--- config.mk ---
export PLATFORM = sky130hd
export DESIGN_NAME = rtc_bus_scheduler
export DESIGN_NICKNAME = d
export VERILOG_FILES = /design/src/rtl/rtc_bus_scheduler.sv
export SDC_FILE = /design/constraint.sdc
export NUM_CORES = 1
export LEC_CHECK = 0
export CAP_MARGIN = 5
export CORE_MARGIN = 1.5
export CORE_UTILIZATION = 28
export CTS_CLUSTER_DIAMETER = 200
export DETAILED_ROUTE_END_ITERATION = 8
export PLACE_DENSITY_LB_ADDON = 0.1
export SYNTH_ARGS = -nofsm -noshare
export SYNTH_HDL_FRONTEND = slang
export SYNTH_SLANG_ARGS = --single-unit
--- constraint.sdc ---
create_clock -name clk -period 2.25 [get_ports clk]
set_input_delay 0.45 -clock clk [delete_from_list [all_inputs] [get_ports clk]]
set_output_delay 0.45 -clock clk [all_outputs]
set_load 0.005 [all_outputs]
--- src/rtl/rtc_bus_scheduler.sv ---
// Round-robin scheduler that shares the RTC register bus between field-edit writers and a periodic
// read-back scan. Defining RTC_SCHED_TIMEOUT_EN adds a per-phase timeout that aborts a stalled access.
module rtc_bus_scheduler #(
  parameter int          N_REQ          = 3,
  parameter logic [7:0]  RD_BASE        = 8'h21,
  parameter int          NUM_RD         = 3,
  parameter int          REFRESH_CYCLES = 1000,
  parameter int          TIMEOUT        = 255
) (
  input  logic               clk,
  input  logic               reset,
  input  logic               enable,
  input  logic [N_REQ-1:0]   req,
  input  logic [8*N_REQ-1:0] req_addr,
  input  logic [8*N_REQ-1:0] req_data,
  output logic [N_REQ-1:0]   ack,
  output logic               busy,
  output logic               cmd_valid,
  output logic               cmd_ad,
  output logic               cmd_wr,
  output logic [7:0]         cmd_bus,
  input  logic               cmd_done,
  input  logic [7:0]         cmd_rdata,
  output logic               rd_valid,
  output logic [3:0]         rd_index,
  output logic [7:0]         rd_data,
  output logic               err
);

  localparam int SLOTS = N_REQ + 1;
  localparam int SW    = $clog2(SLOTS);
  localparam int TW    = $clog2(REFRESH_CYCLES);

  typedef enum logic [1:0] {IDLE, ADDR, DATA, DONE} state_t;

  state_t           state, next_state;
  logic [SW-1:0]    rr_ptr, cur_slot, grant_slot, slot_hi, slot_lo;
  logic             found_hi, found_lo, any_cand;
  logic [SLOTS-1:0] cand;
  logic [7:0]       cur_addr, cur_data, win_addr, win_data, scan_addr;
  logic             cur_wr, win_wr;
  logic [TW-1:0]    timer;
  logic             scan_pend, wrap, scan_last, phase_expired, timeout;
  logic [3:0]       scan_idx;
  logic             valid_d, ad_d, wr_d, busy_d, rdv_d;
  logic [7:0]       bus_d;
  logic [N_REQ-1:0] ack_d;

  // The scan occupies the highest slot so it takes part in the same rotation as the writers.
  assign cand      = {scan_pend, req};
  assign scan_addr = RD_BASE + {4'd0, scan_idx};
  assign wrap      = enable && (timer == TW'(REFRESH_CYCLES - 1));
  assign scan_last = (state == DONE) && !cur_wr && (scan_idx == 4'(NUM_RD - 1));

`ifdef RTC_SCHED_TIMEOUT_EN
  localparam int PW = $clog2(TIMEOUT + 1);
  logic [PW-1:0] phase_cnt;

  always_ff @(posedge clk) begin
    if (reset || (next_state != state))
      phase_cnt <= '0;
    else
      phase_cnt <= phase_cnt + PW'(1);
  end

  assign phase_expired = (phase_cnt == PW'(TIMEOUT - 1));
`else
  assign phase_expired = 1'b0;
`endif

  // Lowest candidate above rr_ptr wins; otherwise wrap around to the lowest candidate at or below it.
  always_comb begin
    found_hi = 1'b0;
    found_lo = 1'b0;
    slot_hi  = '0;
    slot_lo  = '0;
    for (int k = SLOTS - 1; k >= 0; k--) begin
      if (cand[k]) begin
        if (k > int'(rr_ptr)) begin
          found_hi = 1'b1;
          slot_hi  = SW'(k);
        end else begin
          found_lo = 1'b1;
          slot_lo  = SW'(k);
        end
      end
    end
    any_cand   = found_hi || found_lo;
    grant_slot = found_hi ? slot_hi : slot_lo;
  end

  always_comb begin
    win_addr = scan_addr;
    win_data = 8'h00;
    win_wr   = 1'b0;
    for (int k = 0; k < N_REQ; k++) begin
      if (grant_slot == SW'(k)) begin
        win_addr = req_addr[8*k +: 8];
        win_data = req_data[8*k +: 8];
        win_wr   = 1'b1;
      end
    end
  end

  always_ff @(posedge clk) begin
    if (reset)
      state <= IDLE;
    else
      state <= next_state;
  end

  always_comb begin
    next_state = state;
    timeout    = 1'b0;
    case (state)
      IDLE: if (enable && any_cand) next_state = ADDR;
      ADDR: begin
        if (cmd_done) begin
          next_state = DATA;
        end else if (phase_expired) begin
          next_state = IDLE;
          timeout    = 1'b1;
        end
      end
      DATA: begin
        if (cmd_done) begin
          next_state = DONE;
        end else if (phase_expired) begin
          next_state = IDLE;
          timeout    = 1'b1;
        end
      end
      DONE: next_state = IDLE;
      default: next_state = IDLE;
    endcase
  end

  // Outputs are decoded from the upcoming state and registered, so they line up with the state register.
  always_comb begin
    valid_d = 1'b0;
    ad_d    = 1'b0;
    wr_d    = 1'b0;
    bus_d   = 8'h00;
    rdv_d   = 1'b0;
    ack_d   = '0;
    busy_d  = (next_state != IDLE);
    case (next_state)
      ADDR: begin
        valid_d = 1'b1;
        wr_d    = 1'b1;
        bus_d   = (state == IDLE) ? win_addr : cur_addr;
      end
      DATA: begin
        valid_d = 1'b1;
        ad_d    = 1'b1;
        wr_d    = cur_wr;
        bus_d   = cur_data;
      end
      DONE: begin
        rdv_d = !cur_wr;
        for (int k = 0; k < N_REQ; k++)
          ack_d[k] = cur_wr && (cur_slot == SW'(k));
      end
      default: ;
    endcase
  end

  always_ff @(posedge clk) begin
    if (reset) begin
      cmd_valid <= 1'b0;
      cmd_ad    <= 1'b0;
      cmd_wr    <= 1'b0;
      cmd_bus   <= 8'h00;
      busy      <= 1'b0;
      ack       <= '0;
      rd_valid  <= 1'b0;
      err       <= 1'b0;
    end else begin
      cmd_valid <= valid_d;
      cmd_ad    <= ad_d;
      cmd_wr    <= wr_d;
      cmd_bus   <= bus_d;
      busy      <= busy_d;
      ack       <= ack_d;
      rd_valid  <= rdv_d;
      err       <= timeout;
    end
  end

  // A timer wrap that coincides with the final scan read wins, so a fresh scan is queued.
  always_ff @(posedge clk) begin
    if (reset) begin
      rr_ptr    <= '0;
      cur_slot  <= '0;
      cur_addr  <= 8'h00;
      cur_data  <= 8'h00;
      cur_wr    <= 1'b0;
      rd_data   <= 8'h00;
      rd_index  <= 4'd0;
      timer     <= '0;
      scan_pend <= 1'b0;
      scan_idx  <= 4'd0;
    end else begin
      if ((state == IDLE) && (next_state == ADDR)) begin
        rr_ptr   <= grant_slot;
        cur_slot <= grant_slot;
        cur_addr <= win_addr;
        cur_data <= win_data;
        cur_wr   <= win_wr;
      end
      if ((state == DATA) && cmd_done && !cur_wr) begin
        rd_data  <= cmd_rdata;
        rd_index <= scan_idx;
      end
      if (enable)
        timer <= wrap ? '0 : timer + TW'(1);
      if ((state == DONE) && !cur_wr)
        scan_idx <= scan_last ? 4'd0 : scan_idx + 4'd1;
      if (wrap)
        scan_pend <= 1'b1;
      else if (scan_last)
        scan_pend <= 1'b0;
    end
  end

endmodule
==> impl_metrics.py, run 1 <==
metrics = {
    "setup_path": {
        "worstRegToRegCells": 6,
        "cp_num_buf_inv": 2,
        "worst_setup_path_end_kind": "flip-flop",
        "rr_endpoint": "cmd_bus[7]",
        "slowest_stage": "clkdlybuf4s50_1",
        "arrival_ps": 2270,
        "reg2reg_slack_ps": 280,
        "max_stage_delay_ps": 500,
        "path_class": "input pin to flip-flop",
        "path_max_fanout": 10,
        "reg2reg_from": "cur_slot[1]",
        "critPathTopFamily": "compound AO/OA/AOI/OAI gates",
        "crit_chain": "clkdlybuf4s50_1 -> mux2i_2 -> a2bb2oi_2 -> buf_4 -> a221oi_1 -> a311oi_1 -> o22ai_1",
        "cp-start-kind": "input pin",
        "required_ps": 2470,
    },
    "min_path": {
        "hold_class": "flip-flop to flip-flop",
        "holdPathEnd": "rd_data[6]",
        "hold_path_depth": 2,
        "min-delay-start": "rd_data[6]",
    },
    "power": {
        "p_clk_share_pct": 39.6,
        "power.total_uw": 3020,
        "intPower_uw": 2250,
        "p_seq_share_pct": 41.1,
        "p_per_area_nw_per_um2": 658,
        "p_comb_share_pct": 19.3,
        "vdd_drop_max_uv": 369,
        "netSwitchingFraction_pct": 25.7,
        "power_switching_uw": 777,
        "leakage_uw": 0.00171,
    },
    "clocking": {
        "cts_max_path_buffers": 2,
        "htreeDepth": 3,
        "cts_tree": "yes",
        "clock_sinks": 64,
        "insertion_delay_ps": 350,
        "cts_hold_buf": 0,
        "clkTransAtPathRegs_ps": 80,
        "numCtsBuffers": 9,
        "cts_resized": 0,
        "post_cts_buffers": 0,
        "ctsRootBufferMaster": "clkbuf_8",
    },
    "grt": {
        "grt_first_pass_wirelength_mm": 15.0,
        "grt_pass1_vias": 3008,
        "antenna_found_initial": 0,
        "gr-usage-all-layers_pct": 16.6,
        "grt_overflow": 0,
        "grt_start_max_net_pins": 32,
    },
    "timing": {
        "fmax_ghz": 0.489,
        "finalSetupTns_ps": 0,
        "timing.final.ws_setup_ps": 206,
        "clock_skew_ps": 8.03,
        "fin_crit_ps": 2040,
        "report.final.slew_viol_count": 0,
        "period_share_pct": 90.8,
        "rsz0062_at_grt": "no",
        "hold_viol": 0,
        "finalSetupViolCount": 0,
    },
    "placed_design": {
        "port_buffers": 90,
        "place_area_um2": 4360,
        "dp.cells": 605,
        "dp_hpwl_mm": 6.60,
        "routabilityCongestion": 0.777,
        "dp_slack_ps": -165,
    },
    "drt": {
        "route.detailed.drc": 0,
        "finalWirelength_mm": 8.96,
        "ant_nets": 0,
        "avgViaCountPerCell": 4.85,
        "wire_per_inst_um": 14.4,
        "vias": 3010,
        "drtIter0Drc": 120,
        "first_pass_iters": 5,
    },
    "floorplanning": {
        "io_pins": 92,
        "initial_utilization_pct": 28.7,
        "die_w_um": 109,
        "design.die.area_um2": 11800,
        "floorplan.rows": 38,
        "die_h_um": 109,
        "core_um2": 10900,
    },
    "finish": {
        "area_growth_pct": 46.9,
        "antenna_cells": 0,
        "regArea_um2": 1280,
        "layout_common_cells": "clkdlybuf4s50_1, dfxtp_1, nand2_1, nor2_1, buf_4",
        "nets": 542,
        "nFillCells": 1105,
        "multi_input_area_um2": 1660,
        "final_cells": 621,
        "drive_above_1_share_pct": 14.1,
        "design_area_um2": 4590,
        "final_common_cell": "clkdlybuf4s50_1",
    },
    "yosys": {
        "syn-num-nets": 431,
        "syn_area_per_cell_um2": 8.57,
        "postSynthCellCount": 365,
        "yosysWarnings": 0,
        "ys_seq_elements": 64,
        "synth_edf_count": 0,
        "async_flop_share_pct": 0,
        "syn_area_um2": 3130,
        "ys.flop_type": "dfxtp_1",
        "synthDistinctLibCells": 54,
        "synth_seq_area_share_pct": 41.0,
    },
    "run_status": {
        "status": "finished clean",
    },
    "flow_run": {
        "maxCapViolations": 0,
    },
}
==> worst reg2reg max path: cells and delay by family, from the launching register on <==
kind            cells  cell delay (ps)
flops               1              470
compound gates      4              850
mux                 1              320
buf+inv             1              210
==> cell usage after synthesis (all sizes together) (2+ instances only) <==
| master | n | share of area, % |
|---|---|---|
| and3 | 9 | 1.8 |
| a311oi | 11 | 3.1 |
| xnor2 | 2 | 0.56 |
| nor2b | 3 | 0.84 |
| ha | 3 | 1.2 |
| nand3b | 3 | 0.72 |
| a21oi | 28 | 4.5 |
| nor3 | 5 | 1.1 |
| o21ai | 12 | 2.0 |
| nand2 | 38 | 4.6 |
| mux2i | 4 | 1.4 |
| a22oi | 9 | 2.2 |
| a211oi | 15 | 3.6 |
| dfxtp | 64 | 41 |
| a21o | 8 | 1.9 |
| nand2b | 11 | 2.2 |
| o31ai | 2 | 0.48 |
| inv | 11 | 1.3 |
| or2 | 4 | 0.80 |
| nor2 | 34 | 4.3 |
| and2 | 2 | 0.40 |
| a2111oi | 2 | 0.64 |
| xor2 | 8 | 2.2 |
| o22ai | 3 | 0.60 |
| o21bai | 2 | 0.48 |
| nand3 | 20 | 3.2 |
| clkbuf | 13 | 1.6 |
| a221oi | 2 | 0.56 |
| nand4 | 2 | 0.40 |
| o32ai | 9 | 2.5 |
| buf | 13 | 3.4 |
==> routing by layer <==
| layer | vias up | part of all wire (%) | global-route usage [%] |
|---|---|---|---|
| met1 | 1381 | 51 | 23.6 |
| met2 | 90 | 43 | 24.2 |
| li1 | 1531 | - | - |
| met5 | - | 0 | 0 |
| met3 | 8 | 5.3 | 2.69 |
| met4 | 0 | 1.3 | 8.27 |
==> registers in the layout (all words and copies together) (netlist names) <==
| register | count |
|---|---|
| rd_valid | 1 |
| cur_data | 8 |
| busy | 1 |
| cur_wr | 1 |
| cur_slot | 2 |
| cmd_ad | 1 |
| rd_index | 4 |
| cmd_wr | 1 |
| scan_pend | 1 |
| scan_idx | 4 |
| ack | 3 |
| cmd_valid | 1 |
| rd_data | 8 |
| timer | 10 |
| state | 2 |
| cmd_bus | 8 |
| cur_addr | 8 |
==> kinds of logic (layout without fill, tap and decap cells) <==
logic type | count (synthesis) | in the layout | synth area share [%]
simple gates | 135 | 135 | 21.4
other cells | 1 | 1 | 0.120
compound gates | 111 | 111 | 25.8
xor+xnor | 10 | 10 | 2.80
buf+inv | 37 | 153 | 6.24
fa+ha+maj | 3 | 3 | 1.20
mux | 4 | 4 | 1.40
flops | 64 | 64 | 41.0
==> worst max-delay path by stage <==
| stage | start | endpoint | cells after the start |
|---|---|---|---|
| floorplan | req[2] | cmd_bus[0] | 5 |
| global placement | req[1] | cmd_bus[6] | 7 |
| detailed placement | req[1] | cmd_bus[6] | 7 |
| CTS | req[1] | cmd_bus[6] | 7 |
| global route | req[1] | cmd_bus[6] | 7 |
| finish | req[1] | cmd_bus[7] | 7 |
==> layout make-up <==
class | instances | share of cell area, %
sequential | 64 | 27.9
multi-input combinational | 264 | 36.1
inverter | 11 | 0.899
timing repair buffer | 126 | 26.2
clock inverter | 6 | 2.34
clock buffer | 10 | 2.78
tap | 140 | 3.81
==> power groups by stage <==
stage          Clock (µW)  Sequential [µW]  Combinational [µW]
6_report             1200             1240                 584
3_3_place_gp            0             1270                 582
5_1_grt              1280             1250                 645
4_1_cts              1240             1240                 588
3_5_place_dp            0             1270                 584
2_1_floorplan           0             1250                 297
==> stage by stage <==
step | hold WS (ps) | util (%)
2_1_floorplan | 453 | -
3_3_place_gp | 441 | 40.0
3_5_place_dp | 446 | 40.0
4_1_cts | 457 | 42.2
5_1_grt | 475 | 42.2
6_report | 455 | 42.2
(Power assumes the default switching activity.)
==> run 2: changes to the inputs <==
- REMOVE_ABC_BUFFERS: default -> 1
- clock period: 2.25 -> 2.15 ns (I/O delays scaled with it)
==> run 2 against run 1 <==
Compared with the run above: sequential power up 4%; routed wire length up 0.89%; die area unchanged; register-to-register slack worse by 60 ps; worst hold slack worse by 1.7 ps; utilization down 0.26 points; power down 1.5%; cell area down 0.63%; first-iteration DRC count up 10%.
==> impl_metrics.py, run 2 (same netlist as run 1, synthesis figures left out) <==
metrics = {
    "drt": {
        "avgViaCountPerCell": 4.91,
        "first_pass_iters": 4,
        "route.detailed.drc": 0,
        "finalWirelength_mm": 9.04,
        "ant_nets": 0,
        "drtIter0Drc": 132,
        "vias": 3058,
        "wire_per_inst_um": 14.5,
    },
    "clocking": {
        "htreeDepth": 3,
        "cts_tree": "yes",
        "post_cts_buffers": 0,
        "cts_max_path_buffers": 2,
        "clock_sinks": 64,
        "cts_hold_buf": 0,
        "numCtsBuffers": 9,
        "clkTransAtPathRegs_ps": 70,
        "cts_resized": 0,
        "ctsRootBufferMaster": "clkbuf_8",
        "insertion_delay_ps": 340,
    },
    "timing": {
        "finalSetupViolCount": 0,
        "fin_hold_ws_ps": 453,
        "finalSetupTns_ps": 0,
        "fmax_ghz": 0.487,
        "report.final.slew_viol_count": 0,
        "rsz0062_at_grt": "no",
        "hold_viol": 0,
        "clock_skew_ps": 10.9,
        "period_share_pct": 95.5,
        "fin_crit_ps": 2050,
    },
    "setup_path": {
        "path_max_fanout": 5,
        "required_ps": 2400,
        "arrival_ps": 2300,
        "path_class": "input pin to flip-flop",
        "cp-start-kind": "input pin",
        "worst_setup_path_end_kind": "flip-flop",
    },
    "flow_run": {
        "maxCapViolations": 0,
    },
    "run_status": {
        "status": "finished clean",
    },
    "finish": {
        "layout_common_cells": "clkdlybuf4s50_1, dfxtp_1, nand2_1, buf_4, nor2_1",
        "antenna_cells": 0,
        "final_cells": 623,
        "final_common_cell": "clkdlybuf4s50_1",
        "nets": 544,
        "drive_above_1_share_pct": 14.7,
        "area_growth_pct": 46.0,
        "regMostFlops": "timer",
        "largest_reg_flops": 10,
        "nFillCells": 1104,
    },
    "floorplanning": {
        "floorplan.rows": 38,
        "initial_utilization_pct": 28.7,
        "io_pins": 92,
        "die_w_um": 109,
        "core_um2": 10900,
        "design.die.area_um2": 11800,
        "die_h_um": 109,
    },
    "power": {
        "p_per_area_nw_per_um2": 652,
        "leakage_uw": 0.00171,
        "vdd_drop_max_uv": 281,
    },
    "grt": {
        "grt_first_pass_wirelength_mm": 14.5,
        "antenna_found_initial": 0,
        "gr-usage-all-layers_pct": 16.0,
        "grt_pass1_vias": 2961,
        "grt_overflow": 0,
        "grt_start_max_net_pins": 25,
    },
    "placed_design": {
        "dp.cells": 607,
        "port_buffers": 90,
        "routabilityCongestion": 0.753,
        "dp_hpwl_mm": 6.71,
    },
    "min_path": {
        "hold_class": "flip-flop to flip-flop",
    },
}
==> run 2: path summary, 6_finish.rpt <==
| check | to | slack, ps | cells after the start | start |
|---|---|---|---|---|
| worst min register to register | rd_data[7] | 450 | 2 | rd_data[7] |
| worst max register to register | cmd_bus[2] | 220 | 8 | cur_slot[1] |
| worst max-delay path | cur_data[4] | 100 | 8 | req[1] |
| worst min-delay path | rd_data[7] | 450 | 2 | rd_data[7] |
==> run 2: power by group <==
group / switching, µW / internal (µW)
clock: 493 / 573
sequential: 43.3 / 1250
combinational: 283 / 336
==> run 2: worst max-delay path: stages <==
cell and delay [ps]:
clkdlybuf4s50_1 470, mux2i_2 230, a2bb2oi_2 340, buf_4 180, buf_4 120, nand3_1 100
a21o_1 180, a311oi_1 230
==> run 2: metal layers <==
metal	wire length (µm)	up-vias	global-route usage (%)	share of wire, %
met5	0	-	0	0
met4	145	0	6.77	1.6
met3	362	11	3.11	4.0
met2	4110	70	25.1	46
met1	4420	1430	21.4	49
li1	-	1547	-	-
==> run 2: per-stage QoR <==
step           area (µm²)  total power, µW  worst slack, ps  utilization, %
5_1_grt              4570             3120            0.701            41.9
4_1_cts              4570             3020              105            41.9
6_report             4570             2980             97.3            41.9
3_5_place_dp         4360             1940             -272            40.1
2_1_floorplan        2970             1580             -327               -
3_3_place_gp         4360             1940             -248            40.1
==> run 2: layout make-up <==
cell class | instances | area (µm²) | share of cell area, %
multi-input cells | 264 | 1660 | 36.3
repair buffers | 128 | 1210 | 26.4
clock inverters | 6 | 66.3 | 1.45
flip-flops and latches | 64 | 1280 | 28.1
inverters | 11 | 41.3 | 0.904
clock buffers | 10 | 138 | 3.01
well taps | 140 | 175 | 3.84
